===== src/rtl/mem_arbiter.sv =====
// Round-robin arbiter sharing one memory unit between the CPU memory stage and a DMA master.
// Each access is serialized as grant -> start pulse -> wait for done (or watchdog abort) -> ack.
module mem_arbiter #(
    parameter int ADDR_W      = 27,
    parameter int DATA_W      = 32,
    parameter int TIMEOUT_CYC = 255
) (
    input  logic              clk,
    input  logic              reset,

    input  logic              cpu_req,
    input  logic              cpu_we,
    input  logic [ADDR_W-1:0] cpu_addr,
    input  logic [DATA_W-1:0] cpu_data,
    output logic [DATA_W-1:0] cpu_q,
    output logic              cpu_ack,
    output logic              cpu_err,

    input  logic              dma_req,
    input  logic              dma_we,
    input  logic [ADDR_W-1:0] dma_addr,
    input  logic [DATA_W-1:0] dma_data,
    output logic [DATA_W-1:0] dma_q,
    output logic              dma_ack,
    output logic              dma_err,

    output logic              mem_start,
    output logic              mem_we,
    output logic [ADDR_W-1:0] mem_addr,
    output logic [DATA_W-1:0] mem_data,
    input  logic [DATA_W-1:0] mem_q,
    input  logic              mem_done,

    output logic              owner
);

    localparam int WD_W = $clog2(TIMEOUT_CYC + 1);

    localparam logic [1:0] IDLE  = 2'd0;
    localparam logic [1:0] ISSUE = 2'd1;
    localparam logic [1:0] WAIT  = 2'd2;
    localparam logic [1:0] RESP  = 2'd3;

    logic [1:0]      state;
    logic            last_grant;
    logic [WD_W-1:0] wd;
    logic [WD_W-1:0] wd_inc;
    logic            wd_limit;
    logic            any_req;
    logic            grant_dma;
    logic            finish;

    always_comb begin
        any_req   = cpu_req | dma_req;
        // On a tie the port that did not win last time is served.
        grant_dma = dma_req & (~cpu_req | ~last_grant);
        wd_inc    = wd + 1'b1;
        wd_limit  = (wd_inc == WD_W'(TIMEOUT_CYC));
        finish    = (state == WAIT) & (mem_done | wd_limit);
    end

    always_ff @(posedge clk or negedge reset) begin
        if (!reset) begin
            state      <= IDLE;
            last_grant <= 1'b1;
            wd         <= '0;
            owner      <= 1'b0;
            mem_start  <= 1'b0;
            mem_we     <= 1'b0;
            mem_addr   <= '0;
            mem_data   <= '0;
        end else begin
            mem_start <= 1'b0;
            case (state)
                IDLE: begin
                    if (any_req) begin
                        mem_we     <= grant_dma ? dma_we   : cpu_we;
                        mem_addr   <= grant_dma ? dma_addr : cpu_addr;
                        mem_data   <= grant_dma ? dma_data : cpu_data;
                        owner      <= grant_dma;
                        last_grant <= grant_dma;
                        wd         <= '0;
                        mem_start  <= 1'b1;
                        state      <= ISSUE;
                    end
                end
                ISSUE: state <= WAIT;
                WAIT: begin
                    wd <= wd_inc;
                    if (finish) state <= RESP;
                end
                RESP:    state <= IDLE;
                default: state <= IDLE;
            endcase
        end
    end

    // Responses land in the owner's registers; the other port keeps its last result.
    always_ff @(posedge clk or negedge reset) begin
        if (!reset) begin
            cpu_q   <= '0;
            cpu_err <= 1'b0;
            cpu_ack <= 1'b0;
            dma_q   <= '0;
            dma_err <= 1'b0;
            dma_ack <= 1'b0;
        end else begin
            cpu_ack <= finish & ~owner;
            dma_ack <= finish & owner;
            if (finish && !owner) begin
                cpu_q   <= mem_done ? mem_q : '0;
                cpu_err <= ~mem_done;
            end
            if (finish && owner) begin
                dma_q   <= mem_done ? mem_q : '0;
                dma_err <= ~mem_done;
            end
        end
    end

endmodule


===== config.mk =====
export PLATFORM = sky130hd
export DESIGN_NAME = mem_arbiter
export DESIGN_NICKNAME = d
export VERILOG_FILES = /design/src/rtl/mem_arbiter.sv
export SDC_FILE = /design/constraint.sdc
export NUM_CORES = 1
export LEC_CHECK = 0
export BUFFER_PORTS_ARGS = -buffer_cell sky130_fd_sc_hd__buf_2
export CAP_MARGIN = 20
export CORE_UTILIZATION = 43
export DETAILED_ROUTE_END_ITERATION = 6
export PLACE_DENSITY_LB_ADDON = 0.05
export SYNTH_ARGS = -nofsm -noshare
export SYNTH_HDL_FRONTEND = slang
export SYNTH_SLANG_ARGS = --single-unit
export TNS_END_PERCENT = 1

===== constraint.sdc =====
create_clock -name clk -period 1.96 [get_ports clk]
set_input_delay 0.098 -clock clk [delete_from_list [all_inputs] [get_ports clk]]
set_output_delay 0.098 -clock clk [all_outputs]
set_load 0.02 [all_outputs]

Word-level counts from Yosys, hierarchy flattened:

Index checks and enable logic that the tools add are counted.

* register bits: 141
* output and inout bits: 130
* logic and storage cells: 51

* add/sub/neg operators: 1
* equality and inequality tests: 6
* mux-type cells: 11
* bitwise operators: 11
* reduce and logical (&&, ||, !) cells: 8

Operator list (number)
* $mux 32: 2
* $mux 27: 1
* $pmux 8 s2: 1
* $add 8x1->8 const B: 1
* $eq 8x8->1 const B: 1
* $mux 8: 1
* $pmux 2 s4: 1
* $reduce_and 2->1: 3
* $and 1x1->1: 4
* $eq 2x2->1 const B: 2
* $mux 2: 2
* $ne 2x2->1 const B: 2
* $not 1->1: 4
* $mux 1: 3
* $or 1x1->1: 3
* $eq 2x1->1 const B: 1
* $logic_and 1x1->1: 2
* $logic_not 2->1: 1
* $reduce_bool 2->1: 1
* $logic_not 1->1: 1

Depth between registers and ports, before layout:

Gate-level depths: netlist of run 1.

* depth after elaboration: 6
* gate-level depth with buffers: 8
* depth with buffers taken out: 7

Worst setup path before layout of run 1:

Ideal clock, no wire load.

* kind: reg-to-reg
* from: register wd[0]
* to: register dma_q[2]
* arrival: 1.732 ns
* data required time: 1.835 ns
* path slack: 0.102 ns
* stages on the path, launching flop included: 8
* buffers on the path: 1
* period minus slack after synthesis: 1.858 ns
* cell sequence: dfrtp_1 > ha_1 > nand3_1 > nor3b_2 > nor4_4 > o21ai_4 > buf_6 > o21ai_2

* longest elaborated chain between the ends: 5

Ends and longest elaborated chain
* from (decl): line 46 `logic [WD_W-1:0] wd;`
* from (signal assigned): line 89 `wd <= wd_inc;`
* $add 8x1->8: line 57 `wd_inc = wd + 1'b1;`
* $eq 8x8->1: line 58 `wd_limit = (wd_inc == WD_W'(TIMEOUT_CYC));`
* $or 1x1->1: line 59 `finish = (state == WAIT) & (mem_done | wd_limit);`
* $and 1x1->1: line 59
* $logic_and 1x1->1: line 114 `if (finish && owner) begin`
* to (signal assigned): line 115 `dma_q <= mem_done ? mem_q : '0;`
* to (decl): line 23 `output logic [DATA_W-1:0] dma_q,`

Every way passes these cells.
A chain may end at the register's enable or synchronous reset.

Final worst setup path of run 1:

* from: register wd[1]
* to: register cpu_q[7]

* longest elaborated chain between the ends: 5

Ends and longest elaborated chain
* $add 8x1->8: line 57
* $eq 8x8->1: line 58
* $or 1x1->1: line 59
* $and 1x1->1: line 59
* $logic_and 1x1->1: line 110 `if (finish && !owner) begin`
* to (signal assigned): line 111 `cpu_q <= mem_done ? mem_q : '0;`
* to (decl): line 15 `output logic [DATA_W-1:0] cpu_q,`

Every way passes these cells.

==> impl_metrics.xml, run 1 <==
<?xml version="1.0" encoding="UTF-8"?>
<metrics>
  <group name="placed_design">
    <metric name="dp_hpwl" unit="um">12800</metric>
    <metric name="preCtsSetupSlack" unit="ps">-1.71</metric>
    <metric name="placed_instances" unit="">1096</metric>
    <metric name="gp_routability_congestion" unit="">0.816</metric>
    <metric name="place.port_buffers" unit="">286</metric>
  </group>
  <group name="setup_path">
    <metric name="crit_path_max_fanout" unit="">24</metric>
    <metric name="worst_ep_arrival_time" unit="ps">2270</metric>
    <metric name="path_class" unit="">register to register</metric>
    <metric name="cp.required" unit="ps">2250</metric>
    <metric name="setup.worst_path.start_class" unit="">register</metric>
    <metric name="worstSetupEndpointType" unit="">register</metric>
  </group>
  <group name="power_and_ir_drop">
    <metric name="share_clk_of_total_power" unit="%">23.5</metric>
    <metric name="seq_power_share" unit="%">33.3</metric>
    <metric name="power_switching" unit="mW">5.78</metric>
    <metric name="p_comb_share" unit="%">43.1</metric>
    <metric name="cellInternalPower" unit="mW">8.67</metric>
    <metric name="vdd_drop_max" unit="uV">736</metric>
    <metric name="p_total" unit="mW">14.4</metric>
    <metric name="pwr_density_cell" unit="nW/um^2">1390</metric>
    <metric name="power_switching_share" unit="%">40.0</metric>
    <metric name="p_leak" unit="nW">5.32</metric>
  </group>
  <group name="clock_network">
    <metric name="clk_pin_slew_worst_paths" unit="ps">60</metric>
    <metric name="tritoncts.num_buffers" unit="">17</metric>
    <metric name="cts_buffer_depth" unit="">2</metric>
    <metric name="cts_htree_levels" unit="">4</metric>
    <metric name="library_cell_used_as_clock_root_buffer" unit="">sky130_fd_sc_hd__clkbuf_16</metric>
    <metric name="total_number_of_clock_tree_sinks" unit="">141</metric>
    <metric name="cts_tree" unit="">done</metric>
    <metric name="clock_latency" unit="ps">420</metric>
  </group>
  <group name="floorplan">
    <metric name="die_area" unit="sq um">15600</metric>
    <metric name="io_pins" unit="">287</metric>
    <metric name="placeableCoreArea" unit="sq um">14600</metric>
    <metric name="placementRows" unit="">44</metric>
    <metric name="start_util" unit="%">44.3</metric>
    <metric name="die_x" unit="um">125</metric>
    <metric name="height_of_the_chip" unit="um">125</metric>
  </group>
  <group name="synth">
    <metric name="ys_warn_count" unit="">0</metric>
    <metric name="top_cells_by_area_synth" unit="">sky130_fd_sc_hd__dfrtp_1 (54%), sky130_fd_sc_hd__o21ai_0 (9.7%), sky130_fd_sc_hd__mux2i_1 (9.3%)</metric>
    <metric name="synth_top_cell_area_share" unit="%">54.0</metric>
    <metric name="synth_largest_area_cell" unit="">sky130_fd_sc_hd__dfrtp_1</metric>
    <metric name="yosysSeqAreaShare" unit="%">54.4</metric>
    <metric name="post_synth_instance_area" unit="sq um">6480</metric>
    <metric name="ys.flop_type" unit="">sky130_fd_sc_hd__dfrtp_1</metric>
    <metric name="syn_nets" unit="">800</metric>
    <metric name="post_synth_inst_count" unit="">638</metric>
    <metric name="synth_enable_flop_cells" unit="">0</metric>
    <metric name="synth.distinct_cells" unit="">42</metric>
    <metric name="synth-seq-cells" unit="">141</metric>
    <metric name="syn_area_per_cell" unit="sq um">10.2</metric>
    <metric name="postSynth.asyncResetShare" unit="%">100</metric>
  </group>
  <group name="sta">
    <metric name="min_period" unit="ps">1980</metric>
    <metric name="maxSlewViolCount" unit="">0</metric>
    <metric name="fmaxAchievable" unit="GHz">0.504</metric>
    <metric name="final.setup_skew" unit="ps">8.69</metric>
    <metric name="max-slew-margin-rel" unit="%">67.2</metric>
    <metric name="finalWorstSetupSlack" unit="ps">-24.4</metric>
    <metric name="tightestPinTransition" unit="ps">491</metric>
    <metric name="tns" unit="ps">-170</metric>
    <metric name="timing.final.setup_violations" unit="">14</metric>
    <metric name="final_clock_period_utilization_by_the_worst_path" unit="%">101</metric>
    <metric name="timing.final.hold_violations" unit="">0</metric>
    <metric name="grt_setup_unrepaired" unit="">true</metric>
  </group>
  <group name="drt">
    <metric name="drc" unit="">20</metric>
    <metric name="antenna_violation_net_count_after_detailed_routing" unit="">0</metric>
    <metric name="post_drt_wl_per_cell" unit="um">16.3</metric>
    <metric name="routed-via-count" unit="">6464</metric>
    <metric name="drtIter0Drc" unit="">347</metric>
    <metric name="drt_first_pass_iters" unit="">7</metric>
    <metric name="vias_per_cell" unit="">5.07</metric>
    <metric name="drt-total-wl" unit="um">20800</metric>
  </group>
  <group name="global_route">
    <metric name="wire_length_of_the_first_global_routing_pass" unit="um">33500</metric>
    <metric name="global_route_track_usage_on_met1" unit="%">31.1</metric>
    <metric name="global_route.peak_usage_layer" unit="">met2</metric>
    <metric name="grtUsageMet2" unit="%">46.7</metric>
    <metric name="globalRouteTotalUtil" unit="%">27.5</metric>
    <metric name="gr-total-overflow" unit="">0</metric>
    <metric name="antenna_found_initial" unit="">0</metric>
    <metric name="grt_start_max_net_pins" unit="">93</metric>
    <metric name="globalRouteMet3Util" unit="%">9.02</metric>
    <metric name="first_global_vias" unit="">6728</metric>
  </group>
  <group name="finish">
    <metric name="syn_to_final_growth" unit="%">60.6</metric>
    <metric name="finish.cell_count_without_fillers" unit="">1274</metric>
    <metric name="antenna-diode-count" unit="">0</metric>
    <metric name="layout.cells.most_common_list" unit="">sky130_fd_sc_hd__buf_2 (285), sky130_fd_sc_hd__dlygate4sd3_1 (143), sky130_fd_sc_hd__dfrtp_1 (139)</metric>
    <metric name="layout-drive-gt1-share" unit="%">34.8</metric>
    <metric name="finish.net_count" unit="">1239</metric>
    <metric name="layout.cells.most_common" unit="">sky130_fd_sc_hd__buf_2</metric>
    <metric name="final_util" unit="%">71.1</metric>
  </group>
  <group name="run">
    <metric name="cap_viol_max_count" unit="">0</metric>
  </group>
  <group name="status">
    <metric name="failed_checks" unit="">design-rule violations, negative setup slack</metric>
    <metric name="outcome" unit="">finished, violations left</metric>
  </group>
  <group name="hold_path">
    <metric name="holdCritPathClass" unit="">input port to register</metric>
  </group>
</metrics>
per-stage QoR:
step	hold WS, ps	cell area (sq um)
floorplan	-198	6480
global placement	64.9	8260
detailed placement	71.3	8260
CTS	2.45	10300
global route	7.50	10400
finish	23.1	10400
power groups by stage:
stage | Clock, mW | Combinational (mW) | Sequential [mW]
global placement | 0 | 5.75 | 4.76
finish | 3.40 | 6.23 | 4.81
CTS | 3.47 | 6.14 | 4.79
detailed placement | 0 | 5.92 | 4.80
global route | 3.62 | 6.79 | 4.97
floorplan | 0 | 2.43 | 6.04
final cells by class:
cell class                 instances  area (sq um)
multi-input combinational        386          2550
clock inverter                     9           131
clock buffer                      23           498
inverter                          69           259
tap                              184           230
fill                            1078          4230
sequential                       141          3530
timing repair buffer             462          3210
kinds of logic after synthesis:
kind of cell / Yosys count / synth area share [%]
adder cells (fa/ha/maj): 5 / 0.965
XOR/XNOR: 1 / 0.135
flip-flops: 141 / 54.4
buffers and inverters: 111 / 7.25
AND/OR/NAND/NOR: 99 / 7.04
AO/OA/AOI/OAI: 221 / 20.9
multiplexers: 60 / 9.26
synthesized netlist by cell type, types with 2 or more instances:
cell type and number:
sky130_fd_sc_hd__a21oi_1 5, sky130_fd_sc_hd__a22oi_1 64, sky130_fd_sc_hd__a31oi_1 2, sky130_fd_sc_hd__a41oi_1 2
sky130_fd_sc_hd__and3_1 2, sky130_fd_sc_hd__buf_2 6, sky130_fd_sc_hd__buf_6 6, sky130_fd_sc_hd__clkbuf_1 28
sky130_fd_sc_hd__dfrtp_1 140, sky130_fd_sc_hd__ha_1 5, sky130_fd_sc_hd__inv_1 68, sky130_fd_sc_hd__mux2i_1 60
sky130_fd_sc_hd__nand2_1 71, sky130_fd_sc_hd__nand3_1 4, sky130_fd_sc_hd__nand4_1 2, sky130_fd_sc_hd__nor2_1 7
sky130_fd_sc_hd__nor3_1 3, sky130_fd_sc_hd__nor3b_1 2, sky130_fd_sc_hd__o21ai_0 126, sky130_fd_sc_hd__o21ai_2 10
sky130_fd_sc_hd__o22a_1 2, sky130_fd_sc_hd__o31ai_1 3
flip-flops by register name, summed over array words and instances, names as in the netlist:
signal / cells
dma_q: 32
wd: 8
cpu_q: 32
mem_we: 1
mem_data: 32
mem_start: 1
dma_ack: 1
cpu_ack: 1
state: 2
cpu_err: 1
mem_addr: 27
owner: 1
dma_err: 1
last_grant: 1
per-layer routing:
layer | routed length, um | share of wire, %
met5 | 0 | 0
met4 | 797 | 3.8
met3 | 1400 | 6.7
met2 | 10400 | 50
met1 | 8130 | 39
timing repair:
action                     CTS  global route
gates resized for setup      1            10
gates cloned                 0             1
pin swaps                    0             2
setup buffers                0             2
setup endpoints to repair    5            78
hold endpoints to repair   164             1
hold buffers               141             2
worst max-delay path, cell delays in order (launching register included):
cell                        delay (ps)
sky130_fd_sc_hd__dfrtp_1           470
sky130_fd_sc_hd__ha_1              210
sky130_fd_sc_hd__nand3_1           120
sky130_fd_sc_hd__nor3b_2           260
sky130_fd_sc_hd__a21oi_2           150
sky130_fd_sc_hd__o21ai_4           280
sky130_fd_sc_hd__clkbuf_16         260
sky130_fd_sc_hd__o21ai_0            90
worst paths after layout:
check / end / depth (start not counted) / startpoint / slack, ps
worst max-delay path: cpu_q[7] / 7 / wd[1] / -20
worst min-delay path: mem_data[10] / 3 / cpu_data[10] / 20
max in group asynchronous: mem_addr[0] / 3 / reset / 1040
worst max register to register: cpu_q[7] / 7 / wd[1] / -20
worst min register to register: mem_data[30] / 2 / mem_data[30] / 470
min in group asynchronous: mem_data[7] / 2 / reset / 170
Power figures use the tool's default switching activity.
==> run 2, diff against run 1 <==
ABC_AREA = 1   (was not set)
==> impl_metrics.xml, run 2 <==
<?xml version="1.0" encoding="UTF-8"?>
<metrics>
  <group name="status">
    <metric name="outcome" unit="">finished, violations left</metric>
    <metric name="failed_checks" unit="">design-rule violations</metric>
  </group>
  <group name="placed_design">
    <metric name="dp_hpwl" unit="um">12900</metric>
    <metric name="gp_routability_congestion" unit="">0.791</metric>
    <metric name="place.port_buffers" unit="">286</metric>
    <metric name="preCtsSetupSlack" unit="ps">132</metric>
  </group>
  <group name="sta">
    <metric name="min_period" unit="ps">1750</metric>
    <metric name="fmaxAchievable" unit="GHz">0.573</metric>
    <metric name="finalWorstSetupSlack" unit="ps">214</metric>
    <metric name="max-slew-margin-rel" unit="%">55.7</metric>
    <metric name="final.setup_skew" unit="ps">9.92</metric>
    <metric name="timing.final.hold_violations" unit="">0</metric>
    <metric name="tns" unit="ps">0</metric>
    <metric name="grt_setup_unrepaired" unit="">false</metric>
    <metric name="tightestPinTransition" unit="ps">664</metric>
    <metric name="timing.final.setup_violations" unit="">0</metric>
    <metric name="final_clock_period_utilization_by_the_worst_path" unit="%">89.1</metric>
    <metric name="maxSlewViolCount" unit="">0</metric>
  </group>
  <group name="power_and_ir_drop">
    <metric name="p_comb_share" unit="%">44.2</metric>
    <metric name="power_switching_share" unit="%">42.6</metric>
    <metric name="power_switching" unit="mW">6.43</metric>
    <metric name="p_total" unit="mW">15.1</metric>
    <metric name="pwr_density_cell" unit="nW/um^2">1520</metric>
    <metric name="vdd_drop_max" unit="uV">739</metric>
    <metric name="share_clk_of_total_power" unit="%">22.6</metric>
    <metric name="p_leak" unit="nW">5.16</metric>
    <metric name="cellInternalPower" unit="mW">8.68</metric>
    <metric name="seq_power_share" unit="%">33.3</metric>
  </group>
  <group name="floorplan">
    <metric name="die_x" unit="um">123</metric>
    <metric name="die_area" unit="sq um">15100</metric>
    <metric name="height_of_the_chip" unit="um">123</metric>
    <metric name="io_pins" unit="">287</metric>
    <metric name="placeableCoreArea" unit="sq um">14100</metric>
    <metric name="placementRows" unit="">43</metric>
    <metric name="start_util" unit="%">44.6</metric>
  </group>
  <group name="global_route">
    <metric name="antenna_found_initial" unit="">0</metric>
    <metric name="wire_length_of_the_first_global_routing_pass" unit="um">33700</metric>
    <metric name="gr-total-overflow" unit="">0</metric>
    <metric name="grt_start_max_net_pins" unit="">61</metric>
    <metric name="first_global_vias" unit="">6823</metric>
    <metric name="globalRouteTotalUtil" unit="%">29.1</metric>
  </group>
  <group name="finish">
    <metric name="layout.cells.most_common" unit="">sky130_fd_sc_hd__buf_2</metric>
    <metric name="largest_registers" unit="">cpu_q (32), dma_q (32), mem_data (32)</metric>
    <metric name="finish.net_count" unit="">1299</metric>
    <metric name="layout.cells.most_common_list" unit="">sky130_fd_sc_hd__buf_2 (285), sky130_fd_sc_hd__nand2_1 (192), sky130_fd_sc_hd__dfrtp_1 (138), sky130_fd_sc_hd__dlygate4sd3_1 (138), sky130_fd_sc_hd__o21ai_0 (114)</metric>
    <metric name="final_util" unit="%">70.7</metric>
    <metric name="antenna-diode-count" unit="">0</metric>
    <metric name="layout-drive-gt1-share" unit="%">33.5</metric>
    <metric name="syn_to_final_growth" unit="%">58.4</metric>
  </group>
  <group name="setup_path">
    <metric name="cp.required" unit="ps">2270</metric>
    <metric name="worstSetupEndpointType" unit="">register</metric>
    <metric name="worst_ep_arrival_time" unit="ps">2050</metric>
    <metric name="setup.worst_path.start_class" unit="">register</metric>
    <metric name="path_class" unit="">register to register</metric>
    <metric name="crit_path_max_fanout" unit="">25</metric>
  </group>
  <group name="synth">
    <metric name="synth_top_cell_area_share" unit="%">55.7</metric>
    <metric name="postSynth.asyncResetShare" unit="%">100</metric>
    <metric name="post_synth_most_frequent_cells" unit="">sky130_fd_sc_hd__nand2_1 (193), sky130_fd_sc_hd__dfrtp_1 (140), sky130_fd_sc_hd__o21ai_0 (114), sky130_fd_sc_hd__nand4_1 (66), sky130_fd_sc_hd__nor2_1 (63)</metric>
    <metric name="syn_area_per_cell" unit="sq um">8.68</metric>
    <metric name="ys.flop_type" unit="">sky130_fd_sc_hd__dfrtp_1</metric>
    <metric name="leading_cell_type_by_number_of_instances_after_synthesis" unit="">sky130_fd_sc_hd__nand2_1</metric>
    <metric name="synth_largest_area_cell" unit="">sky130_fd_sc_hd__dfrtp_1</metric>
    <metric name="synth.distinct_cells" unit="">23</metric>
    <metric name="post_synth_instance_area" unit="sq um">6290</metric>
    <metric name="top_cells_by_area_synth" unit="">sky130_fd_sc_hd__dfrtp_1 (56%), sky130_fd_sc_hd__nand2_1 (12%), sky130_fd_sc_hd__o21ai_0 (9.1%)</metric>
    <metric name="synth-seq-cells" unit="">141</metric>
    <metric name="ys_warn_count" unit="">0</metric>
    <metric name="syn_nets" unit="">887</metric>
    <metric name="yosysSeqAreaShare" unit="%">56.1</metric>
    <metric name="post_synth_inst_count" unit="">725</metric>
    <metric name="synth_enable_flop_cells" unit="">0</metric>
  </group>
  <group name="drt">
    <metric name="drt_first_pass_iters" unit="">7</metric>
    <metric name="routed-via-count" unit="">6883</metric>
    <metric name="drtIter0Drc" unit="">482</metric>
    <metric name="antenna_violation_net_count_after_detailed_routing" unit="">0</metric>
    <metric name="vias_per_cell" unit="">5.18</metric>
    <metric name="drc" unit="">1</metric>
    <metric name="drt-total-wl" unit="um">21600</metric>
    <metric name="post_drt_wl_per_cell" unit="um">16.3</metric>
  </group>
  <group name="run">
    <metric name="cap_viol_max_count" unit="">0</metric>
  </group>
  <group name="clock_network">
    <metric name="clock_latency" unit="ps">420</metric>
    <metric name="cts_setup_buffers" unit="">0</metric>
    <metric name="tritoncts.num_buffers" unit="">17</metric>
    <metric name="cts_htree_levels" unit="">4</metric>
    <metric name="library_cell_used_as_clock_root_buffer" unit="">sky130_fd_sc_hd__clkbuf_16</metric>
    <metric name="cts_tree" unit="">done</metric>
    <metric name="total_number_of_clock_tree_sinks" unit="">141</metric>
    <metric name="clk_pin_slew_worst_paths" unit="ps">60</metric>
    <metric name="cts_buffer_depth" unit="">2</metric>
  </group>
  <group name="hold_path">
    <metric name="holdCritPathClass" unit="">input port to register</metric>
  </group>
</metrics>
==> run 2: cell types whose count changed after synthesis, sizes merged, moves of 3 or more <==
cell    change
clkbuf     +16
o31ai       -3
inv        -46
a22oi      -64
nand3       +6
o21ai      -14
mux2i      -60
buf         -6
a21oi       -3
nand4      +64
o22ai       +6
nor2       +60
nand2     +154
nor3b       -3
==> run 2: cells by family (layout without fill, tap and decap cells) <==
logic type               Yosys count  after routing  synth area share (%)
flip-flops                       141            141                  56.1
adder cells (fa/ha/maj)            5              5                 0.994
XOR/XNOR                           1              1                 0.139
AND/OR/NAND/NOR                  370            370                  26.8
buffers and inverters             76            501                  5.31
AO/OA/AOI/OAI                    132            132                  10.7
==> run 2: final cells by class <==
class                           count  area (sq um)
Clock buffer                       21           460
Clock inverter                     11           165
Fill cell                        1086          4130
Inverter                           24          90.1
Multi-Input combinational cell    508          2450
Sequential cell                   141          3530
Tap cell                          180           225
Timing Repair Buffer              445          3040
==> run 2: metrics by stage <==
stage                     std cells  hold slack (ps)  instance area [sq um]
after global routing           1330             24.1                   9970
after global placement         1160             73.2                   7940
after CTS                      1330            0.353                   9950
final                          1330             4.29                   9970
after floorplan                 725             -198                   6290
after detailed placement       1160             71.4                   7940
==> run 2: power by group through the flow <==
stage	clock (mW)	sequential, mW	combinational [mW]
floorplan	0	6.49	2.47
global placement	0	4.99	6.32
detailed placement	0	4.99	6.41
CTS	3.46	4.99	6.62
global route	3.62	5.17	7.33
finish	3.41	5.03	6.68
==> run 2: routing by layer <==
| layer | routed length [um] | global-route usage (%) | up-vias |
|---|---|---|---|
| li1 | - | - | 3245 |
| met1 | 8590 | 36.0 | 3211 |
| met2 | 10500 | 47.6 | 361 |
| met3 | 1680 | 6.60 | 66 |
| met4 | 869 | 14.8 | 0 |
| met5 | 0 | 0 | - |
==> run 2: critical path, stage by stage, from the launching register on <==
cell	delay (ps)
sky130_fd_sc_hd__dfrtp_1	460
sky130_fd_sc_hd__nand2_2	90
sky130_fd_sc_hd__nor2_2	160
sky130_fd_sc_hd__nand2_1	70
sky130_fd_sc_hd__nand2_1	80
sky130_fd_sc_hd__nand2_1	60
sky130_fd_sc_hd__nor2_2	110
sky130_fd_sc_hd__nand2_2	80
sky130_fd_sc_hd__nand2_2	110
sky130_fd_sc_hd__nand3_4	90
sky130_fd_sc_hd__buf_12	180
sky130_fd_sc_hd__nand2_1	80
sky130_fd_sc_hd__nand2_1	50
==> run 2: path summary, 6_finish.rpt <==
check,from,endpoint,slack (ps),cells after the start
worst max-delay path,wd[2],cpu_q[31],210,12
max in group asynchronous,reset,last_grant,1100,3
worst min register to register,dma_q[23],dma_q[23],460,2
worst min-delay path,dma_data[27],mem_data[27],4,3
worst max register to register,wd[2],cpu_q[31],210,12
min in group asynchronous,reset,cpu_q[28],190,2
==> run 2: timing repair <==
action	CTS	global route
endpoints found under the setup margin	0	63
gates resized for setup	0	6
hold endpoints to repair	168	0
hold buffers	138	0
